--- src/rtl/bs_unrotate_pipe.sv ---
// bs_unrotate_pipe
//   Pipelined rotator that undoes a barrel-shifter rotate (dir = 0 rotates
//   right) or performs a plain left rotate (dir = 1). There is one register
//   stage per shift-amount bit. Stage k rotates by 2^k when bit k of the beat's
//   amount is set. All stages advance together under a single enable, so
//   bubbles are carried along and are not squeezed out.
//
//   Optional feature macro: BS_UNROT_PARITY_EN. When it is defined, the parity
//   of the input word travels with the beat and is compared at the output.
//
// Ports
//   clk              rising-edge clock
//   reset            asynchronous active-high reset (clears all stages)
//   in_valid         input beat valid
//   in_ready         block can accept a beat this cycle (= advance enable)
//   in_data          word to rotate
//   in_shift_amount  rotate amount (SA_WIDTH bits)
//   in_dir           0 = rotate right, 1 = rotate left
//   out_valid        result valid (valid bit of the last stage)
//   out_ready        downstream accepts the result
//   out_data         rotated result
//   out_parity_err   parity mismatch on a valid result (0 without the macro)
module bs_unrotate_pipe #(
  parameter  int DATA_WIDTH = 32,
  localparam int SA_WIDTH   = (DATA_WIDTH > 1) ? $clog2(DATA_WIDTH) : 1
) (
  input  logic                  clk,
  input  logic                  reset,
  input  logic                  in_valid,
  output logic                  in_ready,
  input  logic [DATA_WIDTH-1:0] in_data,
  input  logic [SA_WIDTH-1:0]   in_shift_amount,
  input  logic                  in_dir,
  output logic                  out_valid,
  input  logic                  out_ready,
  output logic [DATA_WIDTH-1:0] out_data,
  output logic                  out_parity_err
);

  localparam int                LAST   = SA_WIDTH - 1;
  localparam logic [SA_WIDTH:0] DW_EXT = (SA_WIDTH + 1)'(DATA_WIDTH);

  // Amounts fit in SA_WIDTH bits, so they are below 2*DATA_WIDTH and a single
  // conditional subtract gives the value modulo DATA_WIDTH. For a power-of-two
  // width the condition can never be true.
  function automatic logic [SA_WIDTH-1:0] reduce_amt(input logic [SA_WIDTH-1:0] a);
    logic [SA_WIDTH:0] a_ext;
    a_ext = {1'b0, a};
    if (a_ext >= DW_EXT) reduce_amt = a - DW_EXT[SA_WIDTH-1:0];
    else                 reduce_amt = a;
  endfunction

  // Rotate by 2^k modulo DATA_WIDTH. The result is taken from the doubled
  // word so that both directions reduce to a single plain shift.
  function automatic logic [DATA_WIDTH-1:0] rot_pow2(input logic [DATA_WIDTH-1:0] x,
                                                     input int k, input logic dir);
    logic [2*DATA_WIDTH-1:0] dbl;
    int                      s;
    s   = (1 << k) % DATA_WIDTH;
    dbl = {x, x};
    if (dir) begin
      dbl      = dbl << s;
      rot_pow2 = dbl[2*DATA_WIDTH-1:DATA_WIDTH];
    end else begin
      dbl      = dbl >> s;
      rot_pow2 = dbl[DATA_WIDTH-1:0];
    end
  endfunction

  logic [SA_WIDTH-1:0]   vld_q, vld_d;
  logic [DATA_WIDTH-1:0] data_q [SA_WIDTH];
  logic [DATA_WIDTH-1:0] data_d [SA_WIDTH];
  logic [SA_WIDTH-1:0]   amt_q  [SA_WIDTH];
  logic [SA_WIDTH-1:0]   amt_d  [SA_WIDTH];
  logic [SA_WIDTH-1:0]   dir_q, dir_d;
  logic [SA_WIDTH-1:0]   amt0;
  logic                  adv;
`ifdef BS_UNROT_PARITY_EN
  logic [SA_WIDTH-1:0]   par_q, par_d;
`endif

  // Every stage advances together whenever the output slot is empty or draining.
  assign adv      = ~vld_q[LAST] | out_ready;
  assign in_ready = adv;

  always_comb begin
    vld_d  = vld_q;
    data_d = data_q;
    amt_d  = amt_q;
    dir_d  = dir_q;
`ifdef BS_UNROT_PARITY_EN
    par_d  = par_q;
`endif
    amt0   = reduce_amt(in_shift_amount);
    if (adv) begin
      // stage 0: capture input, apply the 2^0 rotate
      vld_d[0]  = in_valid;
      amt_d[0]  = amt0;
      dir_d[0]  = in_dir;
      data_d[0] = amt0[0] ? rot_pow2(in_data, 0, in_dir) : in_data;
`ifdef BS_UNROT_PARITY_EN
      par_d[0]  = ^in_data;
`endif
      // stages 1..LAST: stage k applies the 2^k rotate to stage k-1's word
      for (int k = 1; k < SA_WIDTH; k++) begin
        vld_d[k]  = vld_q[k-1];
        amt_d[k]  = amt_q[k-1];
        dir_d[k]  = dir_q[k-1];
        data_d[k] = amt_q[k-1][k] ? rot_pow2(data_q[k-1], k, dir_q[k-1]) : data_q[k-1];
`ifdef BS_UNROT_PARITY_EN
        par_d[k]  = par_q[k-1];
`endif
      end
    end
  end

  always_ff @(posedge clk or posedge reset) begin
    if (reset) begin
      vld_q <= '0;
      dir_q <= '0;
      for (int k = 0; k < SA_WIDTH; k++) begin
        data_q[k] <= '0;
        amt_q[k]  <= '0;
      end
`ifdef BS_UNROT_PARITY_EN
      par_q <= '0;
`endif
    end else begin
      vld_q  <= vld_d;
      data_q <= data_d;
      amt_q  <= amt_d;
      dir_q  <= dir_d;
`ifdef BS_UNROT_PARITY_EN
      par_q  <= par_d;
`endif
    end
  end

  // output: last stage drives the result directly
  assign out_valid = vld_q[LAST];
  assign out_data  = data_q[LAST];

`ifdef BS_UNROT_PARITY_EN
  // Rotation never changes parity, so a mismatch means the word was corrupted.
  assign out_parity_err = vld_q[LAST] & ((^data_q[LAST]) != par_q[LAST]);
`else
  assign out_parity_err = 1'b0;
`endif

  // The amount and direction of the last stage have no consumer.
  logic unused_tail;
  assign unused_tail = ^{amt_q[LAST], dir_q[LAST]};

endmodule

--- config.mk ---
export PLATFORM = sky130hd
export DESIGN_NAME = bs_unrotate_pipe
export DESIGN_NICKNAME = d
export VERILOG_FILES = /design/src/rtl/bs_unrotate_pipe.sv
export SDC_FILE = /design/constraint.sdc
export NUM_CORES = 1
export LEC_CHECK = 0
export ABC_CLOCK_PERIOD_IN_PS = 16600
export CORE_MARGIN = 3
export CORE_UTILIZATION = 55
export CTS_CLUSTER_SIZE = 10
export DETAILED_ROUTE_END_ITERATION = 8
export DONT_BUFFER_PORTS = 1
export PLACE_DENSITY = 0.74
export RECOVER_POWER = 100
export SETUP_SLACK_MARGIN = 0.2
export SYNTH_ARGS = -nofsm -noshare
export SYNTH_HDL_FRONTEND = slang
export SYNTH_SLANG_ARGS = --single-unit
--- constraint.sdc ---
create_clock -name clk -period 16.6 [get_ports clk]
set_clock_uncertainty 0.15 [all_clocks]
set_input_delay 0.83 -clock clk [delete_from_list [all_inputs] [get_ports clk]]
set_output_delay 0.83 -clock clk [all_outputs]
set_load 0.1 [all_outputs]
==> results of run 1 <==
==> synth_stat cells <==
| library cell | instances |
|---|---|
| a211oi_1 | 55 |
| a211oi_2 | 73 |
| a21o_1 | 128 |
| buf_1 | 1 |
| buf_12 | 13 |
| buf_2 | 26 |
| buf_4 | 44 |
| buf_6 | 21 |
| clkbuf_1 | 6 |
| clkbuf_4 | 4 |
| clkbuf_8 | 4 |
| conb_1 | 1 |
| dfrtp_1 | 178 |
| inv_1 | 1 |
| inv_2 | 1 |
| mux2i_1 | 160 |
| nand2_1 | 83 |
| nand2b_1 | 1 |
| nor2_1 | 128 |
| nor2b_4 | 1 |
| o21ai_0 | 31 |
| o21ai_1 | 1 |
==> report_power, final <==
| part | switching, mW | internal (mW) | leakage, nW |
|---|---|---|---|
| clock | 0.188 | 0.230 | 0.290 |
| sequential | 0.528 | 0.638 | 2.10 |
| combinational | 0.420 | 0.384 | 2.45 |
| total | 1.14 | 1.25 | 4.84 |
==> layout by cell type, fill, tap and decap left out <==
cell type / n
clkinvlp_4: 4
buf_4: 7
clkinv_8: 3
dfrtp_1: 175
dfrtp_2: 3
inv_1: 1
o21ai_0: 31
clkbuf_1: 2
inv_8: 3
a211oi_1: 99
buf_12: 1
clkbuf_16: 17
nand2b_1: 1
inv_6: 2
bufinv_16: 2
a211oi_2: 29
nand2_1: 83
mux2i_1: 160
nor2b_1: 1
clkinvlp_2: 1
o21ai_1: 1
clkinv_4: 1
nor2_1: 128
conb_1: 1
a21o_1: 128
==> sequential cells by signal, indices dropped and copies added (netlist names) <==
signal,flops
vld_q,5
amt_q,10
dir_q,3
out_data,32
data_q,128
==> cell families after synthesis <==
logic type             Yosys count  synth area share, %
AND/OR/NAND/NOR                213                 7.81
AO/OA/AOI/OAI                  288                 23.5
other                            1               0.0361
buffers and inverters          121                 10.4
multiplexers                   160                 15.4
flip-flops                     178                 42.9
==> worst reg2reg max path, delay by kind of cell (launching register included) <==
kind | cells | cell delay (ps)
buf+inv | 2 | 3380
compound gates | 2 | 470
simple gates | 1 | 310
flops | 1 | 930
==> per-layer routing <==
metal / routed length, µm / up-vias / global-route usage, %
met5: 0 / - / 0
met4: 182 / 0 / 4.36
met3: 692 / 13 / 4.16
met2: 9510 / 96 / 30.9
met1: 9590 / 3291 / 29.4
li1: - / 3206 / -
==> cell type report <==
class                      count  area, µm²
fill                        1640       8180
timing repair buffer          10       80.1
clock buffer                  17        425
tap                          229        287
clock inverter                15        199
sequential                   178       4460
inverter                       2       8.76
multi-input combinational    662       4640
==> path summary, 6_finish.rpt <==
kind	startpoint	end	slack, ps	cells past startpoint
setup / recovery	reset	data_q[102]$_DFFE_PP0P_	9570	2
hold / removal	amt_q[19]$_DFFE_PP0P_	amt_q[19]$_DFFE_PP0P_	320	2
setup reg to reg	vld_q[4]$_DFFE_PP0P_	data_q[121]$_DFFE_PP0P_	11240	5
hold reg to reg	amt_q[19]$_DFFE_PP0P_	amt_q[19]$_DFFE_PP0P_	320	2
max in group clk	vld_q[4]$_DFFE_PP0P_	data_q[121]$_DFFE_PP0P_	11240	5
min in group asynchronous	reset	out_data[17]$_DFFE_PP0P_	1420	1
==> metrics.txt, run 1 <==
run status=finished, violations left; failing checks=capacitance limit, slew limit; cell taking the most area after synthesis=dfrtp_1; via density per instance=5.94; Setup Fix Bufs, Post-CTS=0; Pleak=4.84 nW; cell area after layout=10100 µm²; Final Setup Violations=0; crit end category=asynchronous set/reset pin; # port buffers=0; CTS max path bufs=2; WS Path Type=input port to asynchronous set/reset pin; GPL Wtd Cong=0.749; Worst Setup Start Kind=input port; DRC violations left=0; syn_nets=1003; first-pass GRT wire length=33100 µm; CP bufs+invs=2; Final TNS setup=0 ps; Post-DP HPWL=13100 µm; critical path's top delay family=buffers and inverters; # H-tree levels=4; worst setup margin=9570 ps; ant diodes=0; post-synthesis sequential area ratio=42.9%; CTS tree=done; initial core utilization=56.9%; Root Driver=clkbuf_16; Post-Synthesis Cells=961; relative slew slack=-187%; minimum hold slack=317 ps; critical path peak fanout=98; Yosys top cell area share=42.9%; CTS Buf Count=17; synth warn=0; post-CTS resize count=0; Power, Total=2.39 mW; Die H=143 µm; CTS sink cnt=178; Core ar.=18300 µm²; CTS Hold Buffers Added=0; largest net degree at the start of global routing=264; CTS clk-pin slew, worst paths=70 ps; Placed Instances=1081; Mapped Avg Cell Area=10.8 µm²; initial antenna violation count=0; RSZ-0062 raised after global routing=false; # rows=49; Total Routed Length=20000 µm; Via Count=6606; PD cells=237 nW/µm²; Tmin final=7030 ps; worst hold path type=flop to flop; Clock Latency Late Sink=430 ps; crit path cell chain=clkinvlp_2 > clkbuf_1; CP max stage delay=3150 ps; synth unique cells=22; max-cap check violation count=3; antenna viol nets, final=0; layout cells sized above 1=8.26%; vias in the first global route=6319; final count of hold timing violations=0; period utilisation layout=42.4%; Layout area overhead=-2.89%; die area=20600 µm²; maximum vdd drop=0.256 mV; Final Non-Filler Cells=1113; Crit path arrival time=6420 ps; Die Width=143 µm; All-Layer GR Usage=20.0%; DR WL/cell=17.9 µm; Syn Std Cell Area=10400 µm²; Pre-Repair DR Iteration Count=5; Worst Tran Pin Value=4290 ps; fin nets=913; f_max=142 MHz; Detailed Route Iter0 Violations=472; Slew Viols, Final=258; Ports=77; placed cell area=9710 µm²; gr ovfl total=0; Place WS=12940 ps; FF+latch count, synth=178; Crit-path slowest cell=clkbuf_1; CP Data Required Time=15980 ps; Util after Layout=55.3%; Synth area leaders=dfrtp_1 (43%), mux2i_1 (15%), a21o_1 (9.2%)
Power figures use the tool's default switching activity.
==> run 2, diff against run 1 <==
--- a/config.mk
+++ b/config.mk
@@ -5,13 +5,13 @@
 export SDC_FILE = /design/constraint.sdc
 export NUM_CORES = 1
 export LEC_CHECK = 0
-export ABC_CLOCK_PERIOD_IN_PS = 16600
+export ABC_CLOCK_PERIOD_IN_PS = 6060
 export CORE_MARGIN = 3
 export CORE_UTILIZATION = 55
 export CTS_CLUSTER_SIZE = 10
 export DETAILED_ROUTE_END_ITERATION = 8
 export DONT_BUFFER_PORTS = 1
-export PLACE_DENSITY = 0.74
+export PLACE_DENSITY = 0.77
 export RECOVER_POWER = 100
 export SETUP_SLACK_MARGIN = 0.2
 export SYNTH_ARGS = -nofsm -noshare
==> constraint.sdc (replaced) <==
create_clock -name clk -period 6.06 [get_ports clk]
set_clock_uncertainty 0.15 [all_clocks]
set_input_delay 0.303 -clock clk [delete_from_list [all_inputs] [get_ports clk]]
set_output_delay 0.303 -clock clk [all_outputs]
set_load 0.1 [all_outputs]
==> run 2 against run 1 <==
Net effect: the flow still finishes with violations (capacitance limit, slew limit); sequential share of layout area is 0.12 points lower; total power rose to 2.7 times the previous value; sequential power grew to 2.8 times the previous value; non-clock buffer count increased by 9; worst setup slack got worse by 7100 ps; global-route usage decreased by 0.21 points.
==> metrics.txt, run 2 (synthesis gave the netlist of run 1 again) <==
Flop pwr share=50.0% (+1.2 points); GPL Wtd Cong=0.768 (+2.5%); Crit path arrival time=3760 ps (-2660 ps); f_max=278 MHz; vias in the first global route=6410 (+1.4%); CTS clk-pin slew, worst paths=70 ps (about the same); Total Routed Length=19700 µm (-1.2%); Tmin final=3590 ps; Pre-Repair DR Iteration Count=4 (-1); CTS sink cnt=178 (unchanged); via density per instance=5.90 (-0.52%); share of power burned in combinational logic=33.0% (-0.7 points); NetSw=3.09 mW (+170%); post-CTS resize count=0 (unchanged); Final Non-Filler Cells=1122 (+0.81%); antenna viol nets, final=0 (unchanged); PD cells=639 nW/µm² (+170%); Placed Instances=1081 (unchanged); worst hold path type=input port to flop; layout cells sized above 1=7.05% (-1.2 points); R2R Path Start=vld_q[4]$_DFFE_PP0P_; Root Driver=clkbuf_16; run status=finished, violations left; ant diodes=0 (unchanged); Pleak=4.88 nW (+0.85%); DRC violations left=0 (unchanged); Die Width=143 µm (unchanged); Power, Total=6.46 mW (+170%); hold path start=in_data[15]; minimum hold slack=24.6 ps (-293 ps); most frequent cells in the layout=dfrtp_1 (175), mux2i_1 (160), nor2_1 (128), a21o_1 (128), a211oi_1 (111); # H-tree levels=4 (unchanged); hold endpoint=data_q[143]$_DFFE_PP0P_; first-pass GRT wire length=32900 µm (-0.63%); RSZ-0062 raised after global routing=false; Post-DP HPWL=13100 µm (-0.57%); CTS Buf Count=17 (unchanged); Worst Setup Start Kind=flop; most common cell after layout, fill and taps aside=dfrtp_1; period utilisation layout=59.3%; gr ovfl total=0 (unchanged); Via Count=6625 (+0.29%); hold path depth=3 (+1); Final Setup Violations=0 (unchanged); Worst Reg-to-Reg Cells=4 (-1); WS Path Type=flop to flop; max-cap check violation count=1 (-2); All-Layer GR Usage=19.8% (-0.21 points); CP Data Required Time=6230 ps (-9750 ps); crit end category=flop; # port buffers=0 (unchanged); largest net degree at the start of global routing=223 (-16%); Layout area overhead=-2.62%; Pint=3.37 mW (+170%); Detailed Route Iter0 Violations=409 (-13%); Clock Latency Late Sink=430 ps (about the same); worst setup margin=2470 ps (-7100 ps); CTS tree=done; final count of hold timing violations=0 (unchanged); maximum vdd drop=0.322 mV (+26%); fin nets=922 (+0.99%); die area=20600 µm² (unchanged); cell area after layout=10100 µm² (+0.27%); clock share of power=17.0% (-0.5 points); CTS max path bufs=2 (unchanged); Ports=77 (unchanged); Die H=143 µm (unchanged); sw frac=47.9% (+0.26 points); Place WS=2940 ps (-10000 ps); Top reg by flops=data_q; Crit Reg-Reg Endpoint=data_q[122]$_DFFE_PP0P_; R2R setup slack=2470 ps (-8770 ps); Util after Layout=55.4% (+0.15 points); placed cell area=9710 µm² (unchanged); relative slew slack=-1.17% (+190 points); Final TNS setup=0 ps (unchanged); DR WL/cell=17.6 µm (-2.0%); initial antenna violation count=0 (unchanged); initial core utilization=56.9% (unchanged); Core ar.=18300 µm² (unchanged); Slew Viols, Final=37 (-86%); max reg flops=128 (unchanged); critical path peak fanout=36 (-63%); Worst Tran Pin Value=1520 ps (-2770 ps); Setup Fix Bufs, Post-CTS=0 (unchanged); failing checks=capacitance limit, slew limit; CTS Hold Buffers Added=9 (+9); # rows=49 (unchanged)
==> run 2: power groups by stage <==
stage               Clock, mW  Sequential (mW)  Combinational [mW]
finish                   1.10             3.23                2.14
global route             1.17             3.32                2.41
CTS                      1.12             3.24                2.34
detailed placement          0             3.26                2.32
global placement            0             3.24                2.24
floorplan                   0             2.15                3.30
==> run 2: critical path, cell delays in order (launching register included) <==
cell and delay, ps:
dfrtp_1 940, nor2b_4 750, clkbuf_1 1170, a211oi_1 220, a21o_1 240
==> run 2: worst max path at each step <==
stage                                     from                 endpoint  slack [ps]  cells after the start
after floorplan                          reset    amt_q[13]$_DFFE_PP0P_         780                      1
after global placement    vld_q[4]$_DFFE_PP0P_   data_q[41]$_DFFE_PP0P_        2970                      4
after detailed placement  vld_q[4]$_DFFE_PP0P_   data_q[56]$_DFFE_PP0P_        2940                      4
after CTS                 vld_q[4]$_DFFE_PP0P_                 in_ready        2890                      2
after global routing      vld_q[4]$_DFFE_PP0P_  data_q[114]$_DFFE_PP0P_        2170                      4
final                     vld_q[4]$_DFFE_PP0P_  data_q[122]$_DFFE_PP0P_        2470                      4
==> run 2: cell type report <==
cell class	count	area, µm²
repair buffers	19	184
clock buffers	18	429
fillers	1585	8150
inverters	2	12.5
well taps	229	287
clock inverters	14	168
flip-flops and latches	178	4460
multi-input cells	662	4580
==> run 2: layer usage <==
metal | track usage (%) | vias up | wire length, µm
met5 | 0 | - | 0
met4 | 5.10 | 0 | 208
met3 | 4.26 | 14 | 595
met2 | 30.1 | 87 | 9140
met1 | 29.1 | 3287 | 9800
li1 | - | 3237 | -
